## src/rtl/mrjong_pkg.sv

```systemverilog
`default_nettype none
// +----------------------------------------------------------------------+
// | Module   : mrjong_pkg                                                |
// | Brief    : Shared types and ROM image map for the Mr. Jong loader.   |
// | Revision : 1.0 - initial release                                     |
// +----------------------------------------------------------------------+
package mrjong_pkg;

  // Loader sequencing states, with fixed encodings so they stay stable in dumps.
  typedef enum logic [2:0] {
    ST_IDLE  = 3'd0,
    ST_LOAD  = 3'd1,
    ST_CHECK = 3'd2,
    ST_HOLD  = 3'd3,
    ST_RUN   = 3'd4,
    ST_ERROR = 3'd5
  } loader_state_t;

  // Image map: each region starts at its base and ends just below the next one.
  localparam logic [15:0] CPU_BASE = 16'h0000;
  localparam logic [15:0] GFX_BASE = 16'h8000;
  localparam logic [15:0] PAL_BASE = 16'hC000;
  localparam logic [15:0] LUT_BASE = 16'hC020;
  localparam logic [15:0] IMG_END  = 16'hC120;

  // Bit positions inside the region one-hot vector.
  localparam int unsigned REGION_W   = 4;
  localparam int unsigned REGION_CPU = 0;
  localparam int unsigned REGION_GFX = 1;
  localparam int unsigned REGION_PAL = 2;
  localparam int unsigned REGION_LUT = 3;

  // Offset of an image address from a region base, truncated to the ROM port width.
  function automatic logic [14:0] region_offset(input logic [15:0] addr,
                                                input logic [15:0] base);
    logic [15:0] diff;
    diff = addr - base;
    return diff[14:0];
  endfunction

endpackage
`default_nettype wire

```

## src/rtl/rom_region_decode.sv

```systemverilog
`default_nettype none
// +----------------------------------------------------------------------+
// | Module   : rom_region_decode                                         |
// | Brief    : Maps an ioctl byte address onto a ROM/PROM region one-hot |
// |            and a region-relative address. Purely combinational.      |
// | Revision : 1.0 - initial release                                     |
// +----------------------------------------------------------------------+
module rom_region_decode
  import mrjong_pkg::*;
(
  input  logic [24:0]         addr,
  output logic [REGION_W-1:0] region,
  output logic [14:0]         rel_addr
);

  logic [15:0] w_addr16;
  logic        w_in_image_page;

  // Only the first 64 KiB page can hold the image; anything above decodes to nothing.
  assign w_addr16        = addr[15:0];
  assign w_in_image_page = (addr[24:16] == 9'd0);

  // Pick the region by walking the bases in ascending order.
  always_comb begin
    region   = '0;
    rel_addr = '0;
    if (w_in_image_page) begin
      if (w_addr16 < GFX_BASE) begin
        region[REGION_CPU] = 1'b1;
        rel_addr           = region_offset(w_addr16, CPU_BASE);
      end else if (w_addr16 < PAL_BASE) begin
        region[REGION_GFX] = 1'b1;
        rel_addr           = {1'b0, w_addr16[13:0]};
      end else if (w_addr16 < LUT_BASE) begin
        region[REGION_PAL] = 1'b1;
        rel_addr           = region_offset(w_addr16, PAL_BASE);
      end else if (w_addr16 < IMG_END) begin
        region[REGION_LUT] = 1'b1;
        rel_addr           = region_offset(w_addr16, LUT_BASE);
      end
    end
  end

endmodule
`default_nettype wire

```

## src/rtl/mrjong_rom_loader.sv

```systemverilog
`default_nettype none
// +----------------------------------------------------------------------+
// | Module   : mrjong_rom_loader                                         |
// | Brief    : Turns the data_io download stream into registered ROM     |
// |            region write strobes, counts/checksums the image, checks  |
// |            its length and sequences the core reset.                  |
// | Revision : 1.0 - initial release                                     |
// +----------------------------------------------------------------------+
module mrjong_rom_loader
  import mrjong_pkg::*;
#(
  parameter logic [7:0]  ROM_INDEX      = 8'd0,
  parameter logic [16:0] EXPECTED_BYTES = 17'h0C120,
  parameter int unsigned RESET_HOLD     = 16
) (
  input  logic        clk_sys,
  input  logic        reset_n,
  input  logic        ioctl_download,
  input  logic [7:0]  ioctl_index,
  input  logic        ioctl_wr,
  input  logic [24:0] ioctl_addr,
  input  logic [7:0]  ioctl_dout,
  input  logic        soft_reset,
  output logic [14:0] rom_addr,
  output logic [7:0]  rom_data,
  output logic        cpu_we,
  output logic        gfx_we,
  output logic        pal_we,
  output logic        lut_we,
  output logic        rom_loaded,
  output logic        load_error,
  output logic        core_reset,
  output logic [15:0] checksum
);

  localparam int unsigned         c_HOLD_W    = (RESET_HOLD > 1) ? $clog2(RESET_HOLD) : 1;
  localparam logic [c_HOLD_W-1:0] c_HOLD_LAST = c_HOLD_W'(RESET_HOLD - 1);

  loader_state_t       r_state;
  loader_state_t       w_state_nxt;
  logic                r_dl_q;
  logic                w_dl_rise;
  logic                w_dl_fall;
  logic                w_idx_match;
  logic                w_start;
  logic                w_accept;
  logic [c_HOLD_W-1:0] r_hold_cnt;
  logic [16:0]         r_byte_count;
  logic [15:0]         r_checksum;
  logic                r_rom_loaded;
  logic                r_load_error;
  logic                r_core_reset;
  logic [REGION_W-1:0] r_we;
  logic [14:0]         r_rom_addr;
  logic [7:0]          r_rom_data;
  logic [REGION_W-1:0] w_region;
  logic [14:0]         w_rel_addr;

  rom_region_decode u_decode (
    .addr     (ioctl_addr),
    .region   (w_region),
    .rel_addr (w_rel_addr)
  );

  // Download edges come from the previous-cycle copy of ioctl_download.
  assign w_dl_rise   = ioctl_download & ~r_dl_q;
  assign w_dl_fall   = ~ioctl_download & r_dl_q;
  assign w_idx_match = (ioctl_index == ROM_INDEX);

  // A new download of our image may restart the loader from any settled state.
  assign w_start  = w_dl_rise & w_idx_match &
                    (r_state != ST_LOAD) & (r_state != ST_CHECK);
  assign w_accept = ioctl_wr & w_idx_match & (r_state == ST_LOAD);

  // Next-state selection; a matching download start overrides everything else.
  always_comb begin
    w_state_nxt = r_state;
    unique case (r_state)
      ST_IDLE:  w_state_nxt = ST_IDLE;
      ST_LOAD:  if (w_dl_fall) w_state_nxt = ST_CHECK;
      ST_CHECK: w_state_nxt = (r_byte_count == EXPECTED_BYTES) ? ST_HOLD : ST_ERROR;
      ST_HOLD:  if (!soft_reset && (r_hold_cnt == c_HOLD_LAST)) w_state_nxt = ST_RUN;
      ST_RUN:   if (soft_reset) w_state_nxt = ST_HOLD;
      ST_ERROR: w_state_nxt = ST_ERROR;
      default:  w_state_nxt = ST_IDLE;
    endcase
    if (w_start) begin
      w_state_nxt = ST_LOAD;
    end
  end

  // State register and the delayed download level used for edge detection.
  always_ff @(posedge clk_sys or negedge reset_n) begin
    if (!reset_n) begin
      r_state <= ST_IDLE;
      r_dl_q  <= 1'b0;
    end else begin
      r_state <= w_state_nxt;
      r_dl_q  <= ioctl_download;
    end
  end

  // Hold timer: restarts on entry to HOLD and for as long as soft_reset is held.
  always_ff @(posedge clk_sys or negedge reset_n) begin
    if (!reset_n) begin
      r_hold_cnt <= '0;
    end else if ((w_state_nxt == ST_HOLD) && ((r_state != ST_HOLD) || soft_reset)) begin
      r_hold_cnt <= '0;
    end else if (r_state == ST_HOLD) begin
      r_hold_cnt <= r_hold_cnt + c_HOLD_W'(1);
    end
  end

  // Byte counter (saturating) and wrapping checksum over accepted bytes.
  always_ff @(posedge clk_sys or negedge reset_n) begin
    if (!reset_n) begin
      r_byte_count <= '0;
      r_checksum   <= '0;
    end else if (w_start) begin
      r_byte_count <= '0;
      r_checksum   <= '0;
    end else if (w_accept) begin
      if (r_byte_count != '1) begin
        r_byte_count <= r_byte_count + 17'd1;
      end
      r_checksum <= r_checksum + {8'd0, ioctl_dout};
    end
  end

  // Image status flags, cleared when a new load starts and resolved in CHECK.
  always_ff @(posedge clk_sys or negedge reset_n) begin
    if (!reset_n) begin
      r_rom_loaded <= 1'b0;
      r_load_error <= 1'b0;
    end else if (w_start) begin
      r_rom_loaded <= 1'b0;
      r_load_error <= 1'b0;
    end else if (r_state == ST_CHECK) begin
      if (w_state_nxt == ST_HOLD) begin
        r_rom_loaded <= 1'b1;
      end else begin
        r_load_error <= 1'b1;
      end
    end
  end

  // Core reset is registered from the next state so it drops on the cycle RUN begins.
  always_ff @(posedge clk_sys or negedge reset_n) begin
    if (!reset_n) begin
      r_core_reset <= 1'b1;
    end else begin
      r_core_reset <= (w_state_nxt != ST_RUN);
    end
  end

  // One-cycle write strobes; address and data only move when a region is hit.
  always_ff @(posedge clk_sys or negedge reset_n) begin
    if (!reset_n) begin
      r_we       <= '0;
      r_rom_addr <= '0;
      r_rom_data <= '0;
    end else begin
      r_we <= w_accept ? w_region : '0;
      if (w_accept && (w_region != '0)) begin
        r_rom_addr <= w_rel_addr;
        r_rom_data <= ioctl_dout;
      end
    end
  end

  assign cpu_we     = r_we[REGION_CPU];
  assign gfx_we     = r_we[REGION_GFX];
  assign pal_we     = r_we[REGION_PAL];
  assign lut_we     = r_we[REGION_LUT];
  assign rom_addr   = r_rom_addr;
  assign rom_data   = r_rom_data;
  assign rom_loaded = r_rom_loaded;
  assign load_error = r_load_error;
  assign core_reset = r_core_reset;
  assign checksum   = r_checksum;

endmodule
`default_nettype wire

```

## config.mk

```make
export PLATFORM = sky130hd
export DESIGN_NAME = mrjong_rom_loader
export DESIGN_NICKNAME = d
export VERILOG_FILES = /design/src/rtl/mrjong_pkg.sv /design/src/rtl/rom_region_decode.sv /design/src/rtl/mrjong_rom_loader.sv
export SDC_FILE = /design/constraint.sdc
export NUM_CORES = 1
export LEC_CHECK = 0
export ABC_AREA = 0
export BUFFER_PORTS_ARGS = -buffer_cell sky130_fd_sc_hd__buf_2
export CORE_MARGIN = 8
export CORE_UTILIZATION = 58
export CTS_CLUSTER_SIZE = 12
export DETAILED_ROUTE_END_ITERATION = 6
export PLACE_DENSITY = 0.85
export SYNTH_ARGS = -nofsm -noshare
export SYNTH_HDL_FRONTEND = slang
export SYNTH_SLANG_ARGS = --single-unit
```

## constraint.sdc

```tcl
create_clock -name clk_sys -period 5.1 [get_ports clk_sys]
set_clock_uncertainty 0.2 [all_clocks]
set_input_delay 0.255 -clock clk_sys [delete_from_list [all_inputs] [get_ports clk_sys]]
set_output_delay 0.255 -clock clk_sys [all_outputs]
set_load 0.05 [all_outputs]
```

==> summary.md <==
| Metric | Value |
|---|---|
| Run status | finished clean |
| Kind of critical path | in -> reg |
| Required time reported for the critical path endpoint | 5.13 ns |
| Worst hold path stage count | 2 |
| Placement row count | 29 |
| HPWL after detailed placement | slightly below 7000 µm |
| Fillers | between 400 and 500 |
| Global-route wire length before repair | approximately 16000 µm |
| NumNets Final | 551 |
| Die ar. | about 9500 µm² |
| Post_cts resized | 0 |
| Total leakage power | roughly 2.3 nW |
| Insertion delay of the later-clocked pin in the worst-skew pair | around 0.34 ns |
| Clk root buf | sky130_fd_sc_hd__clkbuf_8 |
| Non-filler instance count after layout | between 500 and 600 |
| Final number of hold-violating endpoints | 0 |
| Std-Cell Core Area | between 6000 and 7000 µm² |
| Register area share after synthesis | 0.463 |
| Sinks on Clock Net | 71 |
| Avg Vias per Cell | between 6 and 7 |
| Critical path endpoint category | flip-flop |
| Ratio of final minimum period to clock period | 0.634 |
| Most area-hungry cell type in the Yosys netlist | sky130_fd_sc_hd__dfrtp_1 |
| # H-tree levels | 3 |
| Synth cell count leaders | sky130_fd_sc_hd__dfrtp_1 (70), sky130_fd_sc_hd__nand2_1 (29), sky130_fd_sc_hd__nor2_1 (29) |
| Mean instance size in the synthesized netlist | between 10 and 15 µm² |
| Total gr overflow | 0 |
| Actual slew at the worst max-slew pin | around 1.1 ns |
| Worst reg2reg setup slack | ~1.9 ns |
| Initial core utilization | 0.601 |
| Async SR Flop Fraction | 1.00 |
| Unrepaired setup endpoints after global routing | false |
| Number of buffer cells added on primary ports | between 90 and 100 |
| Total GRT Usage | 0.208 |
| Largest cells by area after synthesis | sky130_fd_sc_hd__dfrtp_1 (46%), sky130_fd_sc_hd__ha_1 (4.2%), sky130_fd_sc_hd__mux2_2 (4.1%), sky130_fd_sc_hd__a21oi_1 (3.0%), sky130_fd_sc_hd__nand2_1 (2.8%) |
| Register-to-Register Path Depth | 6 |
| Die Span Y | around 97 µm |
| Total wire length after detailed routing | approximately 9800 µm |
| Launching element type of the critical path | input port |
| Signal arrival time at the worst endpoint | 3.26 ns |
| Number of routed nets with antenna violations | 0 |
| Worst vdd rail ir drop | roughly 0.2 mV |
| Initial antenna violation count | 0 |
| TritonRoute pass-1 iters | 4 |
| Instance count of the mapped netlist | 380 |
| Yosys warnings | 0 |
| Most used DFF post-synth | sky130_fd_sc_hd__dfrtp_1 |
| Number of flops mapped to enable cells by yosys | 0 |
| Total clock buffers created by CTS | 9 |
| MaxCap Viol Count | 0 |
| Slew Viols, Final | 0 |
| Netlist area before placement | about 3800 µm² |
| Wirelength per Cell | 17.1 µm |
| Largest net degree at the start of global routing | a little over 70 |
| Count of antenna diodes in the layout | 0 |
| Placer Congestion | ~0.82 |
| Worst setup slack after placement | about 1.9 ns |
| CTS tree | built |
| Max transition margin | 0.259 |
| Via count of the first global-routing pass | 3503 |
| # setup viols final | 0 |
| Number of top-level pins | around 90 |
| Worst path setup slack after routing | 1.87 ns |
| Count of cell types in the netlist | between 60 and 70 |
| Register bit count reported by yosys | a little over 70 |
| Worst r2r dst | rom_addr[7] |
| Share of the synthesized area in the top cell type | 0.457 |
| End-of-flow core utilization | 0.738 |
| Most frequent cell after synthesis | sky130_fd_sc_hd__dfrtp_1 |
| Launching point of the worst reg2reg path | r_state[1] |
| Clock-pin slew on the worst setup and hold paths | 0.07 ns |
| Class of the tightest hold or removal check | in -> reg |
| DP Cell Count | between 500 and 600 |
| F_max | roughly 0.31 GHz |
| Layout-stage area growth over the synthesis result | 22.8% |
| Via count | between 3000 and 4000 |
| Final worst path period need | around 3.2 ns |
| Detailed router's first-iteration violation count | ~190 |
| Worst hold slack across all endpoints | approximately 0.014 ns |
| Cell Pwr Density | 243 nW/µm² |
| Die Wd | around 100 µm |
| Maximum fanout encountered on the critical timing path | 30 |
| DRC viols | 0 |
| Share of layout cells above drive strength 1 | 0.257 |
| Worst hold endpoint | rom_data[1] |
| Total negative slack for setup checks | 0 ns |
| Number of buffers between clock root and the deepest sink | 2 |
| HP Start | ioctl_dout[1] |
| Nets in the synthesized netlist | 440 |
[report_power, final]
part	switching (mW)	internal, mW
Sequential	0.0179	0.584
Combinational	0.0729	0.0557
Clock	0.199	0.215
[cell type report]
cell class,instances,area (µm²),area share
sequential,71,1780,0.377
timing repair buffer,116,693,0.147
multi-input combinational,278,1910,0.406
inverter,15,56.3,0.0120
clock buffer,15,176,0.0375
tap,77,96.3,0.0205
[per-layer routing]
layer	routed length, µm	global-route usage	vias up
met3	496	0.0519	26
met5	0	0	-
li1	-	-	1644
met4	293	0.108	0
met1	4040	0.245	1673
met2	4950	0.343	111
[through the flow]
stage	cell area (µm²)	power, mW
2_1_floorplan	3840	0.676
3_3_place_gp	4330	0.724
3_5_place_dp	4330	0.729
4_1_cts	4710	1.15
5_1_grt	4710	1.19
6_report	4710	1.14
[layout by cell type (no fill, tap or decap), drive strengths merged, types with 8 or more instances in the layout]
master	n
inv	15
xor2	12
dlygate4sd3	20
nand3	12
buf	96
xnor2	11
or4	11
a21oi	24
dfrtp	70
o21ai	12
clkbuf	15
mux2	14
ha	13
nor4	8
nor2	29
nand2	29
[state kept, by name, summed over array words and instances, names as in the netlist]
signal,flops
checksum,16
r_we,4
load_error,1
r_dl_q,1
r_byte_count,17
rom_addr,15
rom_data,8
core_reset,1
rom_loaded,1
r_state,3
r_hold_cnt,4
[logic make-up after synthesis]
| group | after synthesis | share of synthesized area |
|---|---|---|
| and+or+nand+nor | 141 | 0.203 |
| AOI/OAI and AO/OA | 85 | 0.151 |
| DFF | 71 | 0.463 |
| buffers and inverters | 31 | 0.0385 |
| xor gates and xnor gates | 23 | 0.0525 |
| muxes | 15 | 0.0437 |
| adders and majority gates | 14 | 0.0476 |
[how the worst max path moves through the flow]
| stage | startpoint | endpoint |
|---|---|---|
| 3_5_place_dp | r_state[1] | rom_addr[7] |
| 5_1_grt | r_state[1] | rom_addr[7] |
| 4_1_cts | r_state[1] | rom_addr[7] |
| 3_3_place_gp | r_state[1] | rom_addr[7] |
| 2_1_floorplan | r_byte_count[3] | r_byte_count[15] |
| 6_report | ioctl_addr[10] | rom_addr[7] |
[worst max-delay path: stages]
cell	delay, ns
sky130_fd_sc_hd__dlygate4sd3_1	0.56
sky130_fd_sc_hd__buf_2	0.15
sky130_fd_sc_hd__or4_1	0.60
sky130_fd_sc_hd__o31ai_1	0.29
sky130_fd_sc_hd__and3_1	0.94
sky130_fd_sc_hd__o221ai_1	0.29
sky130_fd_sc_hd__o21a_1	0.18
[what timing repair did]
action | 4_1_cts | 5_1_grt
endpoints found under the hold margin | 90 | 0
hold buffers | 20 | 0
setup buffers | 0 | 0
Power figures use the tool's default switching activity.
